==> src/rtl/pe_ifetch_pkg.sv <==
// pe_ifetch_pkg: shared definitions for the PE instruction-fetch stage.
//   - Default PE instruction width and instruction-memory address width.
//   - Bit positions of the 2-bit data-select and 2-bit predication fields
//     that sit above the raw instruction in every fetched word.
//   - fetch_action_e and pe_fetch_action(): the per-edge decision the fetch
//     stage makes. It is kept here so the priority order is written once.
package pe_ifetch_pkg;

  localparam int DEF_PE_INS_WIDTH        = 32;
  localparam int DEF_PE_I_MEM_ADDR_WIDTH = 13;

  // Fetched word layout: {pred[1:0], dsel[1:0], instr[INS_WIDTH-1:0]}
  localparam int DEF_PE_DSEL_LSB = DEF_PE_INS_WIDTH;
  localparam int DEF_PE_PRED_LSB = DEF_PE_INS_WIDTH + 2;

  typedef enum logic [1:0] {
    FA_REDIRECT,
    FA_FREEZE,
    FA_IDLE,
    FA_ADVANCE
  } fetch_action_e;

  // The checks are ordered by priority: a redirect beats any freeze, and a
  // freeze only happens when something is actually sitting on the output.
  function automatic fetch_action_e pe_fetch_action(input logic branch,
                                                    input logic stall_int,
                                                    input logic enable,
                                                    input logic out_valid);
    fetch_action_e act;
    if (branch)                        act = FA_REDIRECT;
    else if (stall_int && out_valid)   act = FA_FREEZE;
    else if (!enable)                  act = FA_IDLE;
    else                               act = FA_ADVANCE;
    return act;
  endfunction

endpackage

==> src/rtl/pe_ifetch.sv <==
// pe_ifetch: PE instruction-fetch stage.
// The stage drives the word address of a synchronous instruction memory,
// which returns data one cycle after the address. It tracks which memory
// words are real in-order fetches. It keeps a one-entry skid buffer so a
// word is never lost while decode stalls. Branch redirects are applied here.
//
// Ports:
//   iClk, iReset_n          clock; synchronous active-low reset
//   iEnable                 run enable (low freezes fetch, masks valid)
//   oIF_IMEM_Addr           word address to instruction memory (= PC reg)
//   iIMEM_IF_Instruction    memory read data, one cycle after the address
//   oIF_ID_Valid            instruction/PC outputs valid
//   oIF_ID_Instruction      fetched word {pred, dsel, instr}
//   oIF_ID_PC               address of oIF_ID_Instruction
//   iID_IF_Stall            decode not accepting this cycle
//   iID_IF_Branch_Valid     redirect request
//   iID_IF_Branch_Target    redirect word address
//   oIF_Fetch_Count         (PE_IF_PERF_CNT_EN only) saturating transfer count
//   oIF_Stall_Count         (PE_IF_PERF_CNT_EN only) saturating stalled-valid count
//
// Build option: define PE_IF_PERF_CNT_EN to add the two performance counters.
module pe_ifetch
  import pe_ifetch_pkg::*;
#(
  parameter int                    INS_WIDTH  = DEF_PE_INS_WIDTH,
  parameter int                    ADDR_WIDTH = DEF_PE_I_MEM_ADDR_WIDTH,
  parameter logic [ADDR_WIDTH-1:0] RESET_PC   = '0
) (
  input  logic                  iClk,
  input  logic                  iReset_n,
  input  logic                  iEnable,
  output logic [ADDR_WIDTH-1:0] oIF_IMEM_Addr,
  input  logic [INS_WIDTH+3:0]  iIMEM_IF_Instruction,
  output logic                  oIF_ID_Valid,
  output logic [INS_WIDTH+3:0]  oIF_ID_Instruction,
  output logic [ADDR_WIDTH-1:0] oIF_ID_PC,
  input  logic                  iID_IF_Stall,
  input  logic                  iID_IF_Branch_Valid,
  input  logic [ADDR_WIDTH-1:0] iID_IF_Branch_Target
`ifdef PE_IF_PERF_CNT_EN
  ,
  output logic [31:0]           oIF_Fetch_Count,
  output logic [31:0]           oIF_Stall_Count
`endif
);

  logic [ADDR_WIDTH-1:0] pc_q, pc_d;
  logic                  iss_valid_q, iss_valid_d;
  logic [ADDR_WIDTH-1:0] iss_pc_q, iss_pc_d;
  logic [INS_WIDTH+3:0]  hold_q, hold_d;
  logic [ADDR_WIDTH-1:0] hold_pc_q, hold_pc_d;
  logic                  hold_valid_q, hold_valid_d;

  logic          out_valid;
  logic          stall_int;
  fetch_action_e action;

  // The skid entry, when valid, is always older than whatever the memory is
  // showing, so it takes precedence on the output.
  always_comb begin
    out_valid = hold_valid_q | iss_valid_q;
    stall_int = iID_IF_Stall | ~iEnable;
    action    = pe_fetch_action(iID_IF_Branch_Valid, stall_int, iEnable, out_valid);
  end

  // While frozen the PC does not move. The memory therefore keeps returning
  // the word after the held one. That word is marked not-issued and is
  // simply read again once the freeze releases.
  always_comb begin
    pc_d         = pc_q;
    iss_valid_d  = iss_valid_q;
    iss_pc_d     = iss_pc_q;
    hold_d       = hold_q;
    hold_pc_d    = hold_pc_q;
    hold_valid_d = hold_valid_q;
    unique case (action)
      FA_REDIRECT: begin
        pc_d         = iID_IF_Branch_Target;
        iss_valid_d  = 1'b0;
        hold_valid_d = 1'b0;
      end
      FA_FREEZE: begin
        if (!hold_valid_q) begin
          hold_d       = iIMEM_IF_Instruction;
          hold_pc_d    = iss_pc_q;
          hold_valid_d = 1'b1;
        end
        iss_valid_d = 1'b0;
      end
      FA_IDLE: begin
        iss_valid_d = 1'b0;
      end
      default: begin
        pc_d         = pc_q + 1'b1;
        iss_pc_d     = pc_q;
        iss_valid_d  = 1'b1;
        hold_valid_d = 1'b0;
      end
    endcase
  end

  // The data and PC registers are also cleared, so the don't-care outputs
  // after reset are driven by defined values.
  always_ff @(posedge iClk) begin
    if (!iReset_n) begin
      pc_q         <= RESET_PC;
      iss_valid_q  <= 1'b0;
      iss_pc_q     <= RESET_PC;
      hold_q       <= '0;
      hold_pc_q    <= RESET_PC;
      hold_valid_q <= 1'b0;
    end else begin
      pc_q         <= pc_d;
      iss_valid_q  <= iss_valid_d;
      iss_pc_q     <= iss_pc_d;
      hold_q       <= hold_d;
      hold_pc_q    <= hold_pc_d;
      hold_valid_q <= hold_valid_d;
    end
  end

  assign oIF_IMEM_Addr      = pc_q;
  assign oIF_ID_Valid       = out_valid & iEnable;
  assign oIF_ID_Instruction = hold_valid_q ? hold_q : iIMEM_IF_Instruction;
  assign oIF_ID_PC          = hold_valid_q ? hold_pc_q : iss_pc_q;

`ifdef PE_IF_PERF_CNT_EN
  logic [31:0] fetch_cnt_q, fetch_cnt_d;
  logic [31:0] stall_cnt_q, stall_cnt_d;

  // Both counters stop at all-ones rather than wrapping.
  always_comb begin
    fetch_cnt_d = fetch_cnt_q;
    stall_cnt_d = stall_cnt_q;
    if (oIF_ID_Valid && !iID_IF_Stall && (fetch_cnt_q != '1))
      fetch_cnt_d = fetch_cnt_q + 32'd1;
    if (oIF_ID_Valid && iID_IF_Stall && (stall_cnt_q != '1))
      stall_cnt_d = stall_cnt_q + 32'd1;
  end

  always_ff @(posedge iClk) begin
    if (!iReset_n) begin
      fetch_cnt_q <= '0;
      stall_cnt_q <= '0;
    end else begin
      fetch_cnt_q <= fetch_cnt_d;
      stall_cnt_q <= stall_cnt_d;
    end
  end

  assign oIF_Fetch_Count = fetch_cnt_q;
  assign oIF_Stall_Count = stall_cnt_q;
`endif

endmodule
==> config.mk <==
export PLATFORM = sky130hd
export DESIGN_NAME = pe_ifetch
export DESIGN_NICKNAME = d
export VERILOG_FILES = /design/src/rtl/pe_ifetch_pkg.sv /design/src/rtl/pe_ifetch.sv
export SDC_FILE = /design/constraint.sdc
export NUM_CORES = 1
export LEC_CHECK = 0
export ABC_AREA = 1
export BUFFER_PORTS_ARGS = -buffer_cell sky130_fd_sc_hd__clkbuf_2
export CAP_MARGIN = 15
export CORE_MARGIN = 4
export CORE_UTILIZATION = 52
export CTS_BUF_LIST = sky130_fd_sc_hd__clkbuf_4 sky130_fd_sc_hd__clkbuf_8 sky130_fd_sc_hd__clkbuf_16
export DETAILED_ROUTE_END_ITERATION = 12
export PLACE_DENSITY_LB_ADDON = 0.08
export REMOVE_ABC_BUFFERS = 1
export SYNTH_ARGS = -nofsm -noshare
export SYNTH_HDL_FRONTEND = slang
export SYNTH_SLANG_ARGS = --single-unit
==> constraint.sdc <==
create_clock -name iClk -period 2.3 [get_ports iClk]
set_input_delay 0.115 -clock iClk [delete_from_list [all_inputs] [get_ports iClk]]
set_output_delay 0.115 -clock iClk [all_outputs]
set_load 0.05 [all_outputs]
==> reports/qor.csv <==
stage,metric,value,unit
run_status,status,finished clean,
power_and_ir_drop,p_clk_share,29.8,%
global_routing,grt_first_pass_wirelength,14800,um
synth,synth_cell_types,26,
place,port_buffers,116,
critical_path,cp-start-kind,flip-flop,
power_and_ir_drop,p_seq_share,41.0,%
synth,syn_area_per_cell,6.66,um^2
place,placed_cell_area,0.00450,mm^2
power_and_ir_drop,p_leak,2.47,nW
finish,fill_cells,713,
synth,synth_edf_count,0,
synth,synthFlopType,dfxtp_1,
finish,seqCellArea,0.00154,mm^2
critical_path,crit_arrival,2.19,ns
floorplan,rows,31,
flow_run,maxCapViolations,0,
synth,seq_area_frac_synth,39.8,%
route,wl,8700,um
clock_tree,cts.sinks,77,
critical_path,cp_max_fo,6,
worst_hold_path,worstHoldEndpoint,oIF_IMEM_Addr[7]$_SDFFE_PN0N_,
place,dp_hpwl,6100,um
finish,insertedDiodeCount,0,
route,dr.first_iter.drc_count,193,
floorplan,initial_core_util,53.4,%
critical_path,worstReg2RegEnd,oIF_IMEM_Addr[6]$_SDFFE_PN0N_,
timing,drv_slew,0,
clock_tree,cts_inserted_buffers,9,
finish,area_growth,21.8,%
timing,setup_violations,0,
finish,final_nets,743,
clock_tree,clk_latency,0.33,ns
route,ant_nets,0,
clock_tree,cts_hold_buf,0,
critical_path,worstSetupStartpoint,hold_valid_q$_SDFFE_PN0P_,
clock_tree,cts_setup_buffers,0,
critical_path,ff2ff_path_depth,12,
global_routing,grt_pass1_vias,3454,
synth,synth.yosys.warnings,0,
clock_tree,cts_tree,built,
synth,ys_seq_elements,77,
timing,max_freq,0.519,GHz
critical_path,cp.required,2.57,ns
synth,yosysMostFrequentCell,inv_1,
finish,drive_above_1_share,22.3,%
clock_tree,h-tree-depth,3,
power_and_ir_drop,irDropWorstVdd,0.449,mV
synth,synth_top_cell_area_share,39.8,%
global_routing,overflow,0,
worst_hold_path,hold_path.startpoint,iID_IF_Branch_Target[7],
floorplan,die_w,94.3,um
worst_hold_path,holdPathStages,5,
critical_path,r2r-start,hold_valid_q$_SDFFE_PN0P_,
floorplan,num_io_pins,117,
timing,relSlewSlack,68.7,%
timing,tightest_slew,0.470,ns
clock_tree,cts.path.max_buffers,2,
synth,synthArstFlopShare,0,%
timing,hold_viol,0,
clock_tree,path_clk_slew,0.08,ns
synth,synth_area_leaders,"dfxtp_1 (40%), inv_1 (11%), a21oi_1 (9.8%), nand2_1 (8.6%), o21ai_1 (7.9%)",
route,first_pass_iters,5,
critical_path,ff2ff_setup_slack,0.37,ns
power_and_ir_drop,power,3.71,mW
global_routing,antenna_found_initial,0,
global_routing,grt_max_degree,100,
finish,multi_input_area,0.00170,mm^2
route,wl_per_cell,11.1,um
clock_tree,cts.repair.resized,0,
finish,design_area,0.00472,mm^2
place,routabilityCongestion,0.903,
timing,rsz0062_at_grt,false,
critical_path,path_class,reg2reg,
route,avgViaCountPerCell,4.84,
timing,finalClockSkew,0.00569,ns
route,vias,3802,
synth,synth_cells,581,
floorplan,die-height,94.3,um
power_and_ir_drop,swShare,35.9,%
timing,period_needed,1.93,ns
power_and_ir_drop,p_comb_share,29.2,%
synth,syn_area,0.00387,mm^2
power_and_ir_drop,p_int,2.38,mW
power_and_ir_drop,p_per_area,786,mW/mm^2
synth,synth_commonest_cells,"inv_1 (117), nand2_1 (89), dfxtp_1 (77)",
clock_tree,root_buffer,clkbuf_8,
synth,synth_top_area_cell,dfxtp_1,
worst_hold_path,hold_class,in2reg,
route,drc,0,
critical_path,endpoint_kind,flip-flop,
power_and_ir_drop,p_switching,1.33,mW
global_routing,gr-usage-all-layers,20.5,%
timing,fin_crit_sh,83.7,%
floorplan,coreArea,0.00725,mm^2
floorplan,dieArea,0.00889,mm^2
-- area by class of cell --
class	count	area share [%]
Sequential cell	77	32.7
Inverter	121	9.63
Tap cell	99	2.63
Clock inverter	4	1.54
Multi-Input combinational cell	349	36.1
Timing Repair Buffer	124	14.4
Clock buffer	11	3.08
-- placed cells by master (no fill, tap or decap) --
| master | n |
|---|---|
| a21oi_1 | 76 |
| o22ai_1 | 2 |
| a211oi_1 | 2 |
| ha_1 | 7 |
| nand3_1 | 11 |
| clkbuf_2 | 116 |
| o21ai_1 | 61 |
| buf_4 | 5 |
| inv_1 | 117 |
| nor2_2 | 2 |
| nand2_1 | 89 |
| nand3_2 | 2 |
| buf_12 | 3 |
| inv_2 | 4 |
| clkinvlp_4 | 1 |
| nor2_1 | 27 |
| nand4_1 | 3 |
| clkbuf_4 | 1 |
| clkbuf_8 | 10 |
| clkinv_2 | 1 |
| nand2_2 | 1 |
| nor3_1 | 1 |
| dfxtp_1 | 77 |
| or2_2 | 3 |
| a221oi_1 | 1 |
| o211ai_1 | 1 |
| bufinv_16 | 2 |
| nor2_4 | 2 |
| o21ai_0 | 58 |
-- state kept, by name, indices dropped and copies added, names as in the netlist --
register,flops
hold_q,36
hold_pc_q,13
iss_pc_q,13
oIF_IMEM_Addr,13
hold_valid_q,1
iss_valid_q,1
-- power groups by stage --
stage | combinational [mW] | sequential, mW | clock (mW)
finish | 1.08 | 1.52 | 1.11
global route | 1.19 | 1.53 | 1.19
CTS | 1.09 | 1.52 | 1.14
detailed placement | 1.09 | 1.55 | 0
global placement | 1.07 | 1.54 | 0
floorplan | 0.712 | 1.62 | 0
-- logic make-up (layout without fill, tap and decap cells) --
group	after synthesis	in the layout	synth area share, %
AO/OA/AOI/OAI	201	201	26.3
adder cells (fa/ha/maj)	7	7	2.26
buffers and inverters	155	260	16.2
flip-flops	77	77	39.8
AND/OR/NAND/NOR	141	141	15.4
-- critical path: stages (launching register included) --
cell,delay [ns]
dfxtp_1,0.34
o22ai_1,0.17
inv_1,0.05
nor2_1,0.23
inv_1,0.13
ha_1,0.23
inv_2,0.10
nand3_1,0.12
nor2_1,0.16
nand3_1,0.09
nand2_1,0.07
nand2_1,0.05
a21oi_1,0.13
-- worst max path at each step --
stage / end / slack (ns) / cells after the start
detailed placement: hold_pc_q[7]$_SDFFE_PN0N_ / 0.42 / 10
floorplan: hold_q[26]$_SDFFE_PN0N_ / -0.12 / 4
finish: oIF_IMEM_Addr[6]$_SDFFE_PN0N_ / 0.37 / 12
global route: oIF_IMEM_Addr[6]$_SDFFE_PN0N_ / 0.13 / 12
global placement: oIF_IMEM_Addr[0]$_SDFFE_PN0N_ / 0.53 / 7
CTS: hold_q[22]$_SDFFE_PN0N_ / 0.39 / 10
-- metrics by stage --
step / setup slack, ns / std cells / util [%] / setup TNS, ns / hold WS (ns)
5_1_grt: 0.125 / 785 / 65.0 / 0 / 0.117
6_report: 0.374 / 785 / 65.0 / 0 / 0.112
2_1_floorplan: -0.123 / 547 / - / -1.11 / 0.208
4_1_cts: 0.390 / 785 / 65.0 / 0 / 0.0978
3_3_place_gp: 0.533 / 770 / 62.0 / 0 / 0.443
3_5_place_dp: 0.422 / 770 / 62.0 / 0 / 0.445
-- per-layer routing --
layer / global-route usage [%] / up-vias / part of all wire, %
met2: 36.2 / 96 / 46
met1: 25.3 / 1653 / 47
met4: 7.58 / 0 / 1.1
li1: - / 2046 / -
met3: 2.64 / 7 / 6.0
met5: 0 / - / 0
(Power assumes the default switching activity.)
